## src/rtl/enemy_spawn_ctrl.sv

```systemverilog
// -----------------------------------------------------------------------------
// enemy_spawn_ctrl
//
// Purpose:
//   Initiator side of the enemy spawn interface. Runs on the slow spawn clock,
//   decides when and in which lane each of the two enemy car slots launches,
//   handshakes with the enemy engines through their busy acknowledges, owns
//   the difficulty ramp (spawn / enemy clock accelerators and level) and
//   freezes the game on a collision.
//
// Ports:
//   spawn_clk    in   1   spawn tick clock
//   reset        in   1   synchronous, active-high reset
//   collision    in   1   player/enemy overlap, level-sensitive
//   slot_busy    in   2   bit i high while enemy i is on screen (acknowledge)
//   spawn_req    out  2   bit i requests launch of enemy i (one-hot or zero)
//   enemy_x0     out  10  lane X of slot 0 (197/279/361)
//   enemy_x1     out  10  lane X of slot 1
//   active_pos0  out  10  start Y of slot 0
//   active_pos1  out  10  start Y of slot 1
//   acc_spawn    out  25  accelerator for the spawn clock divider
//   acc_enemy    out  25  accelerator for the enemy clock divider
//   level        out  4   difficulty step count, saturates at 15
//   game_over    out  1   high once a collision has frozen the game
// -----------------------------------------------------------------------------
module enemy_spawn_ctrl #(
    parameter int unsigned SPAWN_GAP    = 14,
    parameter int unsigned LEVEL_PERIOD = 50,
    parameter int unsigned SPAWN_STEP   = 1000,
    parameter logic [24:0] SPAWN_LIMIT  = 25'h2625a0,
    parameter int unsigned ENEMY_STEP   = 1000,
    parameter logic [24:0] ENEMY_LIMIT  = 25'h186a0,
    parameter int unsigned ACK_TIMEOUT  = 8,
    parameter logic [7:0]  LFSR_SEED    = 8'hA5,
    parameter logic [9:0]  START_POS    = 10'h000,
    parameter logic [9:0]  PARK_POS     = 10'h26c
) (
    input  logic        spawn_clk,
    input  logic        reset,
    input  logic        collision,
    input  logic [1:0]  slot_busy,
    output logic [1:0]  spawn_req,
    output logic [9:0]  enemy_x0,
    output logic [9:0]  enemy_x1,
    output logic [9:0]  active_pos0,
    output logic [9:0]  active_pos1,
    output logic [24:0] acc_spawn,
    output logic [24:0] acc_enemy,
    output logic [3:0]  level,
    output logic        game_over
);

    // Counter widths sized so that the largest loaded value always fits.
    localparam int GAP_W = (SPAWN_GAP    > 1) ? $clog2(SPAWN_GAP)    : 1;
    localparam int TO_W  = (ACK_TIMEOUT  > 1) ? $clog2(ACK_TIMEOUT)  : 1;
    localparam int LVL_W = (LEVEL_PERIOD > 1) ? $clog2(LEVEL_PERIOD) : 1;

    localparam logic [GAP_W-1:0] GAP_LOAD   = GAP_W'(SPAWN_GAP - 1);
    localparam logic [TO_W-1:0]  TO_LAST    = TO_W'(ACK_TIMEOUT - 1);
    localparam logic [LVL_W-1:0] LVL_LAST   = LVL_W'(LEVEL_PERIOD - 1);
    localparam logic [25:0]      SP_STEP_26 = 26'(SPAWN_STEP);
    localparam logic [25:0]      EN_STEP_26 = 26'(ENEMY_STEP);
    localparam logic [25:0]      SP_LIM_26  = {1'b0, SPAWN_LIMIT};
    localparam logic [25:0]      EN_LIM_26  = {1'b0, ENEMY_LIMIT};
    localparam logic [9:0]       X_LANE0    = 10'd197;
    localparam logic [9:0]       X_LANE1    = 10'd279;
    localparam logic [9:0]       X_LANE2    = 10'd361;

    typedef enum logic [1:0] {
        ST_ARM      = 2'd0,
        ST_WAIT_ACK = 2'd1,
        ST_GAP      = 2'd2,
        ST_OVER     = 2'd3
    } state_t;

    // -------------------------------------------------------------------------
    // Registers
    // -------------------------------------------------------------------------
    state_t             r_state;
    logic [1:0]         r_req;
    logic [9:0]         r_x   [2];
    logic [9:0]         r_pos [2];
    logic               r_slot;          // slot owning the outstanding request
    logic [TO_W-1:0]    r_to_cnt;
    logic [GAP_W-1:0]   r_gap_cnt;
    logic [LVL_W-1:0]   r_level_cnt;
    logic [7:0]         r_lfsr;
    logic [24:0]        r_acc_spawn;
    logic [24:0]        r_acc_enemy;
    logic [3:0]         r_level;
    logic               r_game_over;

    // -------------------------------------------------------------------------
    // Next-state values and decode
    // -------------------------------------------------------------------------
    state_t             w_state_next;
    logic [1:0]         w_req_next;
    logic [9:0]         w_x_next   [2];
    logic [9:0]         w_pos_next [2];
    logic               w_slot_next;
    logic [TO_W-1:0]    w_to_next;
    logic [GAP_W-1:0]   w_gap_next;
    logic [LVL_W-1:0]   w_level_cnt_next;
    logic [7:0]         w_lfsr_next;
    logic [24:0]        w_acc_spawn_next;
    logic [24:0]        w_acc_enemy_next;
    logic [3:0]         w_level_next;
    logic               w_game_over_next;

    logic               w_collide;       // collision seen in a live state
    logic               w_run;           // live state and no collision this edge
    logic               w_free_any;
    logic               w_pick;          // lowest-index free slot
    logic               w_other;
    logic [1:0]         w_lane_raw;
    logic [1:0]         w_lane;
    logic [9:0]         w_lane_x;
    logic               w_lane_clash;
    logic               w_launch;
    logic               w_ack;
    logic               w_timeout;
    logic               w_lvl_step;
    logic [25:0]        w_sp_sum;
    logic [25:0]        w_en_sum;
    logic               w_lfsr_fb;

    function automatic logic [9:0] lane_to_x(input logic [1:0] lane);
        case (lane)
            2'd0:    lane_to_x = X_LANE0;
            2'd2:    lane_to_x = X_LANE2;
            default: lane_to_x = X_LANE1;
        endcase
    endfunction

    assign w_collide  = (r_state != ST_OVER) && collision;
    assign w_run      = (r_state != ST_OVER) && !collision;

    assign w_free_any = ~&slot_busy;
    assign w_pick     = slot_busy[0];
    assign w_other    = ~w_pick;

    // Lane code 3 folds onto the middle lane; if the other car already
    // occupies the chosen lane, rotate to the next lane so they never stack.
    assign w_lane_raw   = (r_lfsr[1:0] == 2'd3) ? 2'd1 : r_lfsr[1:0];
    assign w_lane_clash = slot_busy[w_other] && (r_x[w_other] == lane_to_x(w_lane_raw));
    assign w_lane       = !w_lane_clash        ? w_lane_raw :
                          (w_lane_raw == 2'd2) ? 2'd0       : (w_lane_raw + 2'd1);
    assign w_lane_x     = lane_to_x(w_lane);

    assign w_launch  = w_run && (r_state == ST_ARM) && w_free_any;
    assign w_ack     = w_run && (r_state == ST_WAIT_ACK) && slot_busy[r_slot];
    assign w_timeout = w_run && (r_state == ST_WAIT_ACK) && !slot_busy[r_slot]
                       && (r_to_cnt == TO_LAST);

    // Accelerator sums are one bit wider than the registers so the wrap test
    // cannot be fooled by a carry out of bit 24.
    assign w_lvl_step = w_run && (r_level_cnt == LVL_LAST);
    assign w_sp_sum   = {1'b0, r_acc_spawn} + SP_STEP_26;
    assign w_en_sum   = {1'b0, r_acc_enemy} + EN_STEP_26;

    // Fibonacci LFSR, taps 8,6,5,4 (maximal length, never reaches zero).
    assign w_lfsr_fb  = r_lfsr[7] ^ r_lfsr[5] ^ r_lfsr[4] ^ r_lfsr[3];

    // -------------------------------------------------------------------------
    // FSM: state register
    // -------------------------------------------------------------------------
    always_ff @(posedge spawn_clk) begin
        if (reset) begin
            r_state <= ST_ARM;
        end else begin
            r_state <= w_state_next;
        end
    end

    // -------------------------------------------------------------------------
    // FSM: next-state logic
    // -------------------------------------------------------------------------
    always_comb begin
        w_state_next = r_state;
        case (r_state)
            ST_ARM: begin
                if (w_free_any) begin
                    w_state_next = ST_WAIT_ACK;
                end
            end
            ST_WAIT_ACK: begin
                if (slot_busy[r_slot] || (r_to_cnt == TO_LAST)) begin
                    w_state_next = ST_GAP;
                end
            end
            ST_GAP: begin
                if (r_gap_cnt == '0) begin
                    w_state_next = ST_ARM;
                end
            end
            default: begin
                w_state_next = ST_OVER;
            end
        endcase
        if (w_collide) begin
            w_state_next = ST_OVER;
        end
    end

    // -------------------------------------------------------------------------
    // FSM: output / datapath next values
    // -------------------------------------------------------------------------
    always_comb begin
        w_slot_next      = r_slot;
        w_to_next        = r_to_cnt;
        w_gap_next       = r_gap_cnt;
        w_level_cnt_next = r_level_cnt;
        w_lfsr_next      = r_lfsr;
        w_acc_spawn_next = r_acc_spawn;
        w_acc_enemy_next = r_acc_enemy;
        w_level_next     = r_level;
        w_game_over_next = r_game_over || w_collide;

        if (w_run) begin
            w_lfsr_next = {r_lfsr[6:0], w_lfsr_fb};

            if (w_lvl_step) begin
                w_level_cnt_next = '0;
                w_acc_spawn_next = (w_sp_sum >= SP_LIM_26) ? 25'd0 : w_sp_sum[24:0];
                w_acc_enemy_next = (w_en_sum >= EN_LIM_26) ? 25'd0 : w_en_sum[24:0];
                w_level_next     = (r_level == 4'd15) ? 4'd15 : (r_level + 4'd1);
            end else begin
                w_level_cnt_next = r_level_cnt + 1'b1;
            end

            if (w_launch) begin
                w_slot_next = w_pick;
                w_to_next   = '0;
            end else if (w_ack || w_timeout) begin
                w_gap_next  = GAP_LOAD;
            end else if (r_state == ST_WAIT_ACK) begin
                w_to_next   = r_to_cnt + 1'b1;
            end else if ((r_state == ST_GAP) && (r_gap_cnt != '0)) begin
                w_gap_next  = r_gap_cnt - 1'b1;
            end
        end
    end

    // Per-slot request, lane and Y position updates.
    generate
        for (genvar gi = 0; gi < 2; gi++) begin : g_slot
            logic w_launch_here;
            logic w_done_here;

            assign w_launch_here = w_launch && (w_pick == 1'(gi));
            assign w_done_here   = (w_ack || w_timeout) && (r_slot == 1'(gi));

            assign w_x_next[gi]   = w_launch_here ? w_lane_x : r_x[gi];

            // An abandoned launch parks the car off-screen again.
            assign w_pos_next[gi] = w_launch_here                   ? START_POS :
                                    (w_timeout && (r_slot == 1'(gi))) ? PARK_POS  :
                                                                        r_pos[gi];

            assign w_req_next[gi] = w_collide     ? 1'b0 :
                                    w_launch_here ? 1'b1 :
                                    w_done_here   ? 1'b0 : r_req[gi];
        end
    endgenerate

    // -------------------------------------------------------------------------
    // Datapath registers
    // -------------------------------------------------------------------------
    always_ff @(posedge spawn_clk) begin
        if (reset) begin
            r_req       <= 2'b00;
            r_x[0]      <= X_LANE1;
            r_x[1]      <= X_LANE1;
            r_pos[0]    <= PARK_POS;
            r_pos[1]    <= PARK_POS;
            r_slot      <= 1'b0;
            r_to_cnt    <= '0;
            r_gap_cnt   <= '0;
            r_level_cnt <= '0;
            r_lfsr      <= LFSR_SEED;
            r_acc_spawn <= '0;
            r_acc_enemy <= '0;
            r_level     <= '0;
            r_game_over <= 1'b0;
        end else begin
            r_req       <= w_req_next;
            r_x[0]      <= w_x_next[0];
            r_x[1]      <= w_x_next[1];
            r_pos[0]    <= w_pos_next[0];
            r_pos[1]    <= w_pos_next[1];
            r_slot      <= w_slot_next;
            r_to_cnt    <= w_to_next;
            r_gap_cnt   <= w_gap_next;
            r_level_cnt <= w_level_cnt_next;
            r_lfsr      <= w_lfsr_next;
            r_acc_spawn <= w_acc_spawn_next;
            r_acc_enemy <= w_acc_enemy_next;
            r_level     <= w_level_next;
            r_game_over <= w_game_over_next;
        end
    end

    assign spawn_req   = r_req;
    assign enemy_x0    = r_x[0];
    assign enemy_x1    = r_x[1];
    assign active_pos0 = r_pos[0];
    assign active_pos1 = r_pos[1];
    assign acc_spawn   = r_acc_spawn;
    assign acc_enemy   = r_acc_enemy;
    assign level       = r_level;
    assign game_over   = r_game_over;

endmodule

```

## config.mk

```make
export PLATFORM = sky130hd
export DESIGN_NAME = enemy_spawn_ctrl
export DESIGN_NICKNAME = d
export VERILOG_FILES = /design/src/rtl/enemy_spawn_ctrl.sv
export SDC_FILE = /design/constraint.sdc
export NUM_CORES = 1
export LEC_CHECK = 0
export BUFFER_PORTS_ARGS = -buffer_cell sky130_fd_sc_hd__buf_2
export CAP_MARGIN = 10
export CORE_MARGIN = 5
export CORE_UTILIZATION = 40
export DETAILED_ROUTE_END_ITERATION = 6
export GPL_TIMING_DRIVEN = 0
export SLEW_MARGIN = 20
export SYNTH_ARGS = -nofsm -noshare
export SYNTH_HDL_FRONTEND = slang
export SYNTH_SLANG_ARGS = --single-unit
```

## constraint.sdc

```tcl
create_clock -name spawn_clk -period 3 [get_ports spawn_clk]
set_input_delay 0.15 -clock spawn_clk [delete_from_list [all_inputs] [get_ports spawn_clk]]
set_output_delay 0.15 -clock spawn_clk [all_outputs]
set_load 0.02 [all_outputs]
```

## After elaboration in Yosys (flattened, before gate mapping)

Memories as Yosys holds them, arrays and structs flattened.
Index checks and enable logic that the tools add are counted.
W data, S select, Z words.

- Register bits: 81
- RAM bits: 40
- Bits of input ports: 5
- Output and inout port bits: 97
- Logic and storage cells: 130
- Memories kept: 2

Memories:

| memory | words | width | rd ports | clocked after memory_dff | wr ports | line | source |
|---|---|---|---|---|---|---|---|
| r_pos | 2 | 10 | 2 | 0 | 2 | 82 | `logic [9:0] r_pos [2];` |
| r_x | 2 | 10 | 3 | 0 | 2 | 81 | `logic [9:0] r_x [2];` |

- Add/sub/neg operators: 7
- $lt $le $gt $ge: 4
- Equality and inequality tests: 15
- Mux-type cells: 41
- Bitwise operators: 10
- Reductions and logical operators: 39

Operators with widths:

| kind | count |
|---|---|
| $mux W10 | 10 |
| $add A25 B10 Y26 const B | 2 |
| $mux W25 | 2 |
| $pmux W9 S2 | 2 |
| $ge A26 B17 Y1 const B | 1 |
| $ge A26 B22 Y1 const B | 1 |
| $logic_and A1 B1 Y1 | 17 |
| $mux W4 | 4 |
| $mux W2 | 7 |
| $mux W1 | 11 |
| $eq A10 B10 Y1 | 1 |
| $mux W3 | 3 |
| $eq A2 B2 Y1 const B | 4 |
| $reduce_bool A2 Y1 | 4 |
| $add A6 B1 Y6 const B | 1 |
| $eq A6 B6 Y1 const B | 1 |
| $logic_not A2 Y1 | 3 |
| $mux W6 | 1 |
| $ne A3 B3 Y1 const B | 2 |
| $pmux W2 S3 | 1 |
| $reduce_and A2 Y1 | 3 |
| $reduce_and A3 Y1 | 2 |
| $add A4 B1 Y4 const B | 1 |
| $eq A4 B4 Y1 const B | 1 |
| other kinds (18) | 31 |

## Logic depth before layout (Yosys ltp)

Gate-level depths: netlist of the first run.

- Word-level depth: 11
- Gate-level depth with buffers: 10
- Mapped depth without buffers: 9

## Worst setup path before layout of the first run

No wires, ideal clock.

- Path kind: reg2reg
- From: reg r_acc_enemy[3] (netlist: acc_enemy[3])
- To: reg r_acc_enemy[10] (netlist: acc_enemy[10])
- Library setup time: 0.074 ns
- Data arrival time: 2.878 ns
- Path slack: 0.048 ns
- Stages on the path, launching flop included: 10
- Buffers on the path: 1
- Period minus slack after synthesis: 2.952 ns
- Path through: dfxtp_1 > ha_1 > clkbuf_1 > nor4_2 > a211oi_1 > mux2i_1 > a31oi_1 > a2111oi_4 > o21ai_2 > o211ai_2

- Cells in the longest elaborated chain, start to end: 3

RTL lines:

| element | line | source |
|---|---|---|
| start, declared | 89 | `logic [24:0] r_acc_enemy;` |
| start signal, assigned | 297 | `r_acc_enemy <= w_acc_enemy_next;` |
| $add A25 B10 Y26 * | 159 | `assign w_en_sum = {1'b0, r_acc_enemy} + EN_STEP_26;` |
| $ge A26 B17 Y1 | 225 | `w_acc_enemy_next = (w_en_sum >= EN_LIM_26) ? 25'd0 : w_en_sum[24:0];` |
| $mux W25 * | 225 |  |

Every way passes the cells marked *; elsewhere a longest branch is shown, timed or not.
A chain may end at the register's enable or synchronous reset.

## Worst setup path in the final report of the first run

- From: reg r_acc_spawn[3] (netlist: acc_spawn[3])
- To: reg r_acc_spawn[20] (netlist: acc_spawn[20])

- Cells in the longest elaborated chain, start to end: 3

RTL lines:

| element | line | source |
|---|---|---|
| start, declared | 88 | `logic [24:0] r_acc_spawn;` |
| start signal, assigned | 296 | `r_acc_spawn <= w_acc_spawn_next;` |
| $add A25 B10 Y26 * | 158 | `assign w_sp_sum = {1'b0, r_acc_spawn} + SP_STEP_26;` |
| $ge A26 B22 Y1 | 224 | `w_acc_spawn_next = (w_sp_sum >= SP_LIM_26) ? 25'd0 : w_sp_sum[24:0];` |
| $mux W25 * | 224 |  |

Marks and branches as above.

==> run metrics, run 1 <==
first drt pass iteration count=6; Area Growth Syn to Fin=21.6%; leakage power=around 0.0027 uW; DRT antenna net count=0; clk buf depth=2; Avg Cell Area, Syn=approximately 7.9 um2; CTS H-Tree Depth=3; first-pass GRT wire length=around 23000 um; Post-Synthesis Cells=around 670; CP max stage cell=or4_1; setup violators final=0; Setup CP Type=register to register; fillers=about 1300; crit path launch type=register; grt total ovfl=0; Slew headroom=52.1%; Main synth FF type=dfxtp_1; row count=just over 40; ys async rst share=0%; CTS Root Cell=clkbuf_16; Pint=roughly 2000 uW; initial antenna violation count=0; hpwl dp=between 10000 and 15000 um; Synth Area in Compound Gates=a little over a fifth; WP data arrival=between 3 and 4 ns; Die Area=between 15000 and 20000 um2; Synth Area in Adders=2.87%; CP required=about 3.2 ns; Final Cycle Share=between 90% and 100%; max-cap viol count=0; total global routing track utilization=17.6%; sequential-to-total area share from yosys stat=between 30% and 40%; final cell count without fillers=956; crit path capture type=register; Netlist cell types=68; vias in the first global route=4728; switching share of power=27.5%; Peak VDD IR=roughly 0.00029 V; post-synthesis simple-gate area fraction=27.8%; Num CTS Buffers=9; unrepaired setup endpoints after global routing=yes; Routed WL per cell=about 15 um; via count=approximately 5100; Routability Congestion=~0.87; DR iter-0 viols=386; Fmax achieved=about 350 MHz; Yosys warnings=0; status=finished, final reports clean; Mapped Area=5220 um2; CTS sink cnt=between 80 and 90; critical path peak fanout=10; I/O pin cnt=around 100; final instance area=6350 um2; CTS tree=done; Hold WC Path Type=primary input to register; Starting Density=roughly two fifths; flop-to-flop setup slack=roughly 0.17 ns; pwr dens=approximately 430 nW/um2; worst-path cell chain=ha_2 -> or3_1 -> buf_2 -> or4_1 -> a21oi_1 -> o221ai_1 -> a31o_2 -> buf_2 -> a211oi_1 -> nor2_1; DP Area=5910 um2; IO buf count=80; Critical Path Max Stage Delay=between 0.5 and 0.6 ns; Nets=about 800; largest family of logic cells by synthesized area=simple AND/OR/NAND/NOR gates; slew at the pin with the worst max-slew slack=0.716 ns; pin count of the biggest net entering global routing=16; worst skew pair latency=0.35 ns; clock skew=0.00543 ns; final WL=between 10000 and 15000 um; XOR/XNOR Fraction of Synth Area=between 2 and 3%; reg2reg end=acc_spawn[20]; Final Max Tran Viols=0; min Tclk post-route=~2.8 ns; FF+latch count, synth=just under 90; Die Ht=124 um; worst setup path start=acc_spawn[3]; ANT cells=0; drt drc=0; sequential power share=a little under half; dpl cells=around 940; Setup crit end=acc_spawn[20]; worst r2r src=acc_spawn[3]; mux cell area share after synthesis=between 1.5 and 2%; FF-to-FF path depth=10; Worst-path clk slew=about 0.060 ns; drt via density=roughly 5.3; most used cell, CP=buf_2; layout cells sized above 1=23.6%; EDFF count, synth=0; final count of hold timing violations=0; Die X-Extent=124 um; hold_buf cts=0; logic gate share of total power=approximately an eighth; CORE AREA=12700 um2; Clk network pwr share=roughly two fifths; NetSw=between 700 and 800 uW
-- power groups by stage --
stage	registers, uW	logic (uW)	clock network [uW]
2_1_floorplan	1300	263	0
3_3_place_gp	1290	348	0
4_1_cts	1260	355	1140
6_report	1260	354	1100
5_1_grt	1270	395	1190
3_5_place_dp	1290	354	0
-- stage by stage --
step	power [uW]	util (%)	setup WS, ns	hold WS, ns	setup TNS (ns)
2_1_floorplan	1560	-	0.0477	0.354	0
3_3_place_gp	1640	46.4	-0.420	0.440	-4.29
4_1_cts	2760	49.2	0.00452	0.250	0
3_5_place_dp	1640	46.4	-0.477	0.445	-5.53
6_report	2720	49.9	0.166	0.226	0
5_1_grt	2850	49.9	-0.00985	0.253	-0.00985
-- synth_stat cells (3+ instances only) --
cell | instances | area, um2
o21ai_1 | 8 | 40.0
xnor2_1 | 8 | 70.1
a32o_1 | 4 | 40.0
clkbuf_1 | 25 | 93.8
o221ai_1 | 8 | 70.1
or4_1 | 3 | 22.5
or2_2 | 6 | 37.5
o211ai_1 | 11 | 82.6
inv_1 | 26 | 97.6
nand2_1 | 85 | 319
mux2i_1 | 7 | 70.1
a21boi_0 | 3 | 22.5
nand3b_1 | 4 | 30.0
a211oi_1 | 10 | 75.1
nor3_1 | 25 | 125
nor4_1 | 6 | 37.5
a31oi_1 | 15 | 93.8
a21oi_1 | 28 | 140
nor3b_1 | 4 | 30.0
buf_4 | 33 | 248
a311oi_1 | 3 | 26.3
nand2b_1 | 4 | 25.0
o31a_1 | 4 | 35.0
o211ai_2 | 3 | 37.5
dfxtp_1 | 89 | 1780
nand3_1 | 30 | 150
o32a_1 | 3 | 30.0
ha_1 | 12 | 150
nand4_1 | 13 | 81.3
and2_1 | 3 | 18.8
and3_1 | 16 | 100
nor2b_1 | 5 | 31.3
o2111ai_1 | 4 | 35.0
buf_2 | 9 | 45.0
a2111oi_4 | 3 | 82.6
xor2_1 | 8 | 70.1
or3_1 | 6 | 37.5
nor2_1 | 67 | 251
o21ai_0 | 21 | 105
-- cells in the final DEF (no fill, tap or decap), drive strengths merged, types with 7 or more instances in the layout --
master / count
a211oi: 11
a21oi: 28
a31oi: 15
and3: 16
buf: 130
clkbuf: 35
conb: 20
dfxtp: 89
ha: 12
inv: 27
mux2i: 7
nand2: 87
nand3: 30
nand4: 13
nor2: 68
nor3: 26
nor4: 8
o211ai: 14
o21ai: 30
o221ai: 8
xnor2: 8
xor2: 8
-- final cells by class --
class	instances	area (um2)	share of cell area, %
Clock buffer	11	253	3.98
Buffer	67	393	6.19
Sequential cell	89	1780	28.1
Multi-Input combinational cell	499	3090	48.7
Inverter	26	97.6	1.54
Clock inverter	5	38.8	0.611
Tap cell	172	215	3.39
Timing Repair Buffer	87	478	7.53
-- critical path, delay by kind of cell (launching register included) --
kind	cells	cell delay, ns
and+or+nand+nor	3	0.91
AOI/OAI and AO/OA	4	0.80
buffers and inverters	2	0.41
DFF	1	0.38
adders and majority gates	1	0.24
-- timing repair --
action,in CTS,in global routing
gates resized for setup,7,15
setup endpoints to repair,28,33
setup buffers,3,4
pin swaps,1,2
-- cell families (layout without fill, tap and decap cells) --
family | count (synthesis) | after routing
simple gates | 292 | 292
compound gates | 150 | 150
buf+inv | 95 | 196
flops | 89 | 89
xor+xnor | 16 | 16
fa+ha+maj | 12 | 12
mux | 9 | 9
other cells | 2 | 20
-- how the worst min path moves through the flow --
| stage | from | to | slack (ns) | depth (start not counted) |
|---|---|---|---|---|
| 2_1_floorplan | reset | acc_enemy[13] | 0.35 | 3 |
| 3_3_place_gp | r_lfsr[2] | r_lfsr[3] | 0.44 | 2 |
| 3_5_place_dp | r_lfsr[2] | r_lfsr[3] | 0.44 | 2 |
| 4_1_cts | reset | acc_enemy[11] | 0.25 | 4 |
| 5_1_grt | reset | acc_enemy[11] | 0.25 | 4 |
| 6_report | reset | acc_enemy[11] | 0.23 | 4 |
-- state kept, by name, indices dropped and copies added (netlist names) --
register	flops
spawn_req	2
acc_enemy	22
game_over	1
r_slot	1
r_lfsr	8
r_gap_cnt	4
r_pos	2
r_state	2
r_x	12
acc_spawn	22
level	4
r_level_cnt	6
r_to_cnt	3
-- layer usage --
| layer | share of wire [%] | vias to the layer above | track usage (%) |
|---|---|---|---|
| met4 | 2.1 | 0 | 7.61 |
| met5 | 0 | - | 0 |
| met1 | 46 | 2373 | 22.7 |
| met3 | 4.8 | 24 | 3.60 |
| met2 | 47 | 141 | 28.6 |
| li1 | - | 2576 | - |
(Power assumes the default switching activity.)
==> run 2, diff against run 1 <==
--- a/config.mk
+++ b/config.mk
@@ -5,6 +5,7 @@
 export SDC_FILE = /design/constraint.sdc
 export NUM_CORES = 1
 export LEC_CHECK = 0
+export ABC_AREA = 1
 export BUFFER_PORTS_ARGS = -buffer_cell sky130_fd_sc_hd__buf_2
 export CAP_MARGIN = 10
 export CORE_MARGIN = 5
==> run metrics, run 2 <==
min Tclk post-route=2.30 ns (-0.536 ns); Starting Density=41.1% (about the same); Final Cycle Share=76.6% (-18 points); Hold WC Path Type=primary input to register; Clk network pwr share=39.6% (-0.9 points); Die Area=16100 um2 (+4.2%); Peak VDD IR=0.000233 V (-19%); EDFF count, synth=0 (unchanged); CP max stage cell=nor2_1; grt total ovfl=0 (unchanged); crit path launch type=register; status=finished, final reports clean; drt drc=0 (unchanged); Setup CP Type=register to register; setup violators final=0 (unchanged); CTS H-Tree Depth=3 (unchanged); vias in the first global route=4742 (+0.30%); final cell count without fillers=1118 (+17%); first drt pass iteration count=5 (-1); slew at the pin with the worst max-slew slack=0.590 ns (-0.126 ns); via count=5271 (+3.1%); top cells by area, synth=dfxtp_1 33%, nand2_1 15%, nor2_1 7.1%, inv_1 6.3%, nand3_1 5.4%; layout cells sized above 1=19.2% (-4.4 points); post-CTS setup buffer count=0 (-3); clock skew=0.00401 ns (-0.00141 ns); final count of hold timing violations=0 (unchanged); dpl ws=0.679 ns (+1.16 ns); worst-path cell chain=ha_1 -> nor2_1 -> buf_2 -> nand4_1 -> inv_1 -> nor2_1 -> inv_1 -> clkbuf_1 -> nor2_1; Die Ht=127 um (+2.1%); logic gate share of total power=13.8% (+0.8 points); Post-Synthesis Cells=828 (+25%); final WL=13300 um (-4.6%); drt via density=4.71 (-12%); most used cell, CP=nor2_1; CTS tree=done; I/O pin cnt=102 (unchanged); DR iter-0 viols=293 (-24%); Final WS setup=0.702 ns (+0.536 ns); WP data arrival=2.58 ns (-0.49 ns); total global routing track utilization=16.6% (-1.0 points); sequential power share=46.6% (about the same); Yosys warnings=0 (unchanged); Main synth FF type=dfxtp_1; CTS sink cnt=89 (unchanged); Final Max Tran Viols=0 (unchanged); Die X-Extent=127 um (+2.1%); DRT antenna net count=0 (unchanged); crit path capture type=register; Routed WL per cell=11.9 um (-18%); Slew headroom=60.7% (+8.6 points); IO buf count=80 (unchanged); CTS Root Cell=clkbuf_16; area leader, netlist=dfxtp_1; Mapped Area=5460 um2 (+4.6%); critical path peak fanout=10 (unchanged); initial antenna violation count=0 (unchanged); most common cell in the netlist=nand2_1; row count=42 (+2.4%); CP required=3.28 ns (+0.04 ns); FF+latch count, synth=89 (unchanged); clk buf depth=2 (unchanged); Avg Cell Area, Syn=6.59 um2 (-16%); unrepaired setup endpoints after global routing=no; CORE AREA=13300 um2 (+4.5%); setup TNS=0 ns (unchanged); fillers=1429 (+10%); Synth top cells by count=223 x nand2_1, 104 x nor2_1, 92 x inv_1; leakage power=0.00314 uW (+17%); NetSw=796 uW (+6.4%); most frequent cells in the layout=223 x nand2_1, 104 x nor2_1, 92 x inv_1; Netlist cell types=46 (-32%); Fmax achieved=435 MHz (+23%); hold_buf cts=0 (unchanged); pin count of the biggest net entering global routing=17 (+1); ys async rst share=0% (unchanged); Pint=1940 uW (-1.4%); Num CTS Buffers=9 (unchanged); most common cell after layout, fill and taps aside=nand2_1; hpwl dp=10100 um (-2.3%); Worst-path clk slew=0.07 ns (about the same); dpl cells=1102 (+18%); first-pass GRT wire length=22300 um (-4.3%); switching share of power=29.1% (+1.5 points); CTS-repair resized insts=0 (-7); Routability Congestion=0.859 (-0.81%); max-cap viol count=0 (unchanged); share of the synthesized area in the top cell type=32.6% (-1.5 points); Area Growth Syn to Fin=17.7%; sequential-to-total area share from yosys stat=32.6% (-1.5 points); pwr dens=426 nW/um2 (-0.50%); worst skew pair latency=0.35 ns (about the same); Nets=954 (+20%); Critical Path Max Stage Delay=0.44 ns (-0.10 ns); ANT cells=0 (unchanged)
run 2: cell types whose count changed after synthesis, moves of 15 or more:
cell,delta
nand2_1,+138
inv_1,+66
nor2_1,+37
nand3_1,+29
nor3_1,-16
and3_1,-15
nand4_1,+15
run 2: worst max-delay path: cells and delay by family (launching register included):
kind | cells | cell delay [ns]
simple gates | 4 | 0.81
fa+ha+maj | 1 | 0.19
buf+inv | 4 | 0.83
flops | 1 | 0.39
run 2: worst paths after layout:
| check | startpoint | end | slack, ns | cells past startpoint |
|---|---|---|---|---|
| max | r_state[1] | acc_enemy[18] | 0.70 | 9 |
| min | collision | game_over | 0.17 | 5 |
| max reg2reg | r_state[1] | acc_enemy[18] | 0.70 | 9 |
| min reg2reg | game_over | game_over | 0.46 | 2 |
run 2: logic make-up after synthesis:
| kind of cell | count (synthesis) | share of synthesized area, % |
|---|---|---|
| xor+xnor | 14 | 2.38 |
| fa+ha+maj | 12 | 2.75 |
| simple gates | 469 | 38.9 |
| compound gates | 92 | 9.81 |
| other cells | 2 | 0.138 |
| flops | 89 | 32.6 |
| buf+inv | 150 | 13.4 |
run 2: area by class of cell:
| class | instances | area, um2 | area share, % |
|---|---|---|---|
| multi-input combinational | 607 | 3020 | 46.9 |
| sequential | 89 | 1780 | 27.7 |
| timing repair buffer | 80 | 400 | 6.23 |
| inverter | 98 | 369 | 5.74 |
| buffer | 52 | 362 | 5.63 |
| clock buffer | 9 | 225 | 3.50 |
| tap | 176 | 220 | 3.43 |
| clock inverter | 7 | 53.8 | 0.837 |
run 2: per-stage QoR:
step	hold WS (ns)	utilization (%)	total power (uW)	instance area [um2]
finish	0.168	48.3	2740	6430
global route	0.200	48.3	2890	6430
CTS	0.159	48.3	2780	6430
detailed placement	0.449	46.2	1680	6150
global placement	0.446	46.2	1680	6150
floorplan	0.389	-	1590	5530
run 2: power groups by stage:
stage | Sequential, uW | Clock (uW) | Combinational [uW]
detailed placement | 1300 | 0 | 378
CTS | 1280 | 1120 | 380
floorplan | 1310 | 0 | 278
finish | 1280 | 1080 | 378
global placement | 1300 | 0 | 378
global route | 1290 | 1180 | 430
run 2: per-layer routing:
metal  global-route usage, %  wire (um)
met5                       0          0
met2                    26.4       5910
met1                    22.4       6580
met4                    3.79        151
met3                    4.92        690
==> run 3, diff against run 2 <==
--- a/config.mk
+++ b/config.mk
@@ -5,7 +5,7 @@
 export SDC_FILE = /design/constraint.sdc
 export NUM_CORES = 1
 export LEC_CHECK = 0
-export ABC_AREA = 1
+export ABC_AREA = 0
 export BUFFER_PORTS_ARGS = -buffer_cell sky130_fd_sc_hd__buf_2
 export CAP_MARGIN = 10
 export CORE_MARGIN = 5
==> constraint.sdc (replaced) <==
create_clock -name spawn_clk -period 1.95 [get_ports spawn_clk]
set_input_delay 0.0975 -clock spawn_clk [delete_from_list [all_inputs] [get_ports spawn_clk]]
set_output_delay 0.0975 -clock spawn_clk [all_outputs]
set_load 0.02 [all_outputs]
==> run metrics, run 3 (synthesis results as in run 1) <==
most frequent cells in the layout=92 x buf_4, 83 x nand2_1, 80 x buf_2; final WL=16400 um (+23%); Hold WC Path Type=primary input to register; Slew headroom=60.0% (-0.70 points); slew at the pin with the worst max-slew slack=0.601 ns (+0.0105 ns); min Tclk post-route=2.55 ns (+0.247 ns); hpwl dp=10500 um (+4.2%); row count=41 (-2.4%); CP Buf/Inv Count=1 (-3); WP data arrival=2.82 ns (+0.24 ns); Critical Path Max Stage Delay=0.46 ns (+0.02 ns); setup TNS=-17.34 ns (-17.34 ns); CTS tree=done; failing checks=negative setup slack; leakage power=0.00319 uW (+1.7%); Routability Congestion=0.850 (-1.1%); CP required=2.22 ns (-1.06 ns); Area Growth Syn to Fin=45.2%; Routed WL per cell=16.2 um (+35%); setup violators final=33 (+33); Worst-path clk slew=0.07 ns (about the same); Setup CP Type=register to register; Largest delay share family, worst path=compound AO/OA/AOI/OAI gates; pwr dens=617 nW/um2 (+45%); first-pass GRT wire length=25900 um (+16%); clk buf depth=2 (unchanged); drt drc=0 (unchanged); Die Area=15400 um2 (-4.0%); Die Ht=124 um (-2.0%); ANT cells=0 (unchanged); final instance area=7580 um2 (+18%); Fmax achieved=393 MHz (-9.7%); Final Cycle Share=131% (+54 points); Util after Layout=59.6% (+11 points); first drt pass iteration count=5 (unchanged); CORE AREA=12700 um2 (-4.3%); clock skew=0.00891 ns (+0.00490 ns); worst-path cell chain=a2111oi_4 -> a2111oi_4 -> and3_4 -> or4_4 -> a2111oi_4 -> buf_4 -> o21ai_4 -> o211ai_2; Nets=856 (-10%); flop-to-flop setup slack=-0.60 ns (-1.30 ns); pin count of the biggest net entering global routing=15 (-2); max-cap viol count=0 (unchanged); Num CTS Buffers=9 (unchanged); I/O pin cnt=102 (unchanged); overall power=4680 uW (+71%); via count=5598 (+6.2%); drt via density=5.51 (+17%); DR iter-0 viols=395 (+35%); status=complete, but fails checks; CP max stage cell=a2111oi_4; crit path launch type=register; final count of hold timing violations=0 (unchanged); critical path peak fanout=7 (-3); Final WS setup=-0.596 ns (-1.30 ns); dpl ws=-1.12 ns (-1.80 ns); hold_buf cts=0 (unchanged); most common cell after layout, fill and taps aside=buf_4; CTS H-Tree Depth=3 (unchanged); worst skew pair latency=0.35 ns (about the same); Peak VDD IR=0.000490 V (+110%); CTS Root Cell=clkbuf_16; unrepaired setup endpoints after global routing=yes; layout cells sized above 1=40.0% (+21 points); grt total ovfl=0 (unchanged); total global routing track utilization=19.9% (+3.2 points); Final Max Tran Viols=0 (unchanged); most used cell, CP=a2111oi_4; Starting Density=41.1% (about the same); vias in the first global route=5344 (+13%); CTS sink cnt=89 (unchanged); IO buf count=80 (unchanged); DRT antenna net count=0 (unchanged); Die X-Extent=124 um (-2.0%); initial antenna violation count=0 (unchanged); crit path capture type=register; DP Area=6100 um2 (-0.71%)
## run 3: cell count changes in the layout (fill, tap and decap cells not counted), moves of 14 or more
cell / delta
buf_6: +14
dfxtp_2: +14
inv_1: -69
and3_1: +14
nand2_1: -140
nor2_1: -43
o21ai_0: -21
dfxtp_1: -25
nand4_1: -15
buf_4: +58
nand3_1: -35
## run 3: path summary, 6_finish.rpt
path	startpoint	cells after the start	end
worst max-delay path	acc_enemy[4]	8	acc_enemy[7]
worst min-delay path	reset	4	acc_enemy[13]
worst max register to register	acc_enemy[4]	8	acc_enemy[7]
worst min register to register	r_lfsr[2]	2	r_lfsr[3]
## run 3: routing by layer
layer / vias up / wire (um) / track usage, %
met5: - / 0 / 0
met4: 0 / 561 / 10.1
met3: 42 / 906 / 4.59
met2: 180 / 8220 / 34.2
met1: 2670 / 6720 / 23.1
li1: 2706 / - / -
## run 3: worst min-delay path: cells and delay by family
| kind | cells | cell delay [ns] |
|---|---|---|
| buffers and inverters | 1 | 0.19 |
| AO/OA/AOI/OAI | 2 | 0.14 |
| AND/OR/NAND/NOR | 1 | 0.06 |
## run 3: layout make-up
cell class	count	area, um2
inverter	26	100
sequential	89	1840
clock inverter	4	71.3
tap	172	215
fill	1124	5140
clock buffer	12	268
buffer	60	458
multi-input combinational	499	3580
timing repair buffer	154	1050
## run 3: report_power, final
group	internal [uW]	switching (uW)	total, uW	leakage [uW]
Sequential	1870	66.4	1940	0.000737
Combinational	315	421	736	0.00228
Clock	1240	772	2010	0.000168
## run 3: timing repair
action	CTS	global route
setup endpoints to repair	67	63
pin swaps	38	54
endpoints found under the hold margin	0	0
buffers inserted	55	21
gates resized for setup	86	64
cloned	2	0
## run 3: stage by stage
stage               cells  hold WS (ns)
floorplan             683         0.301
global placement      935         0.437
detailed placement    935         0.444
CTS                  1004         0.173
global route         1016         0.207
finish               1016         0.176
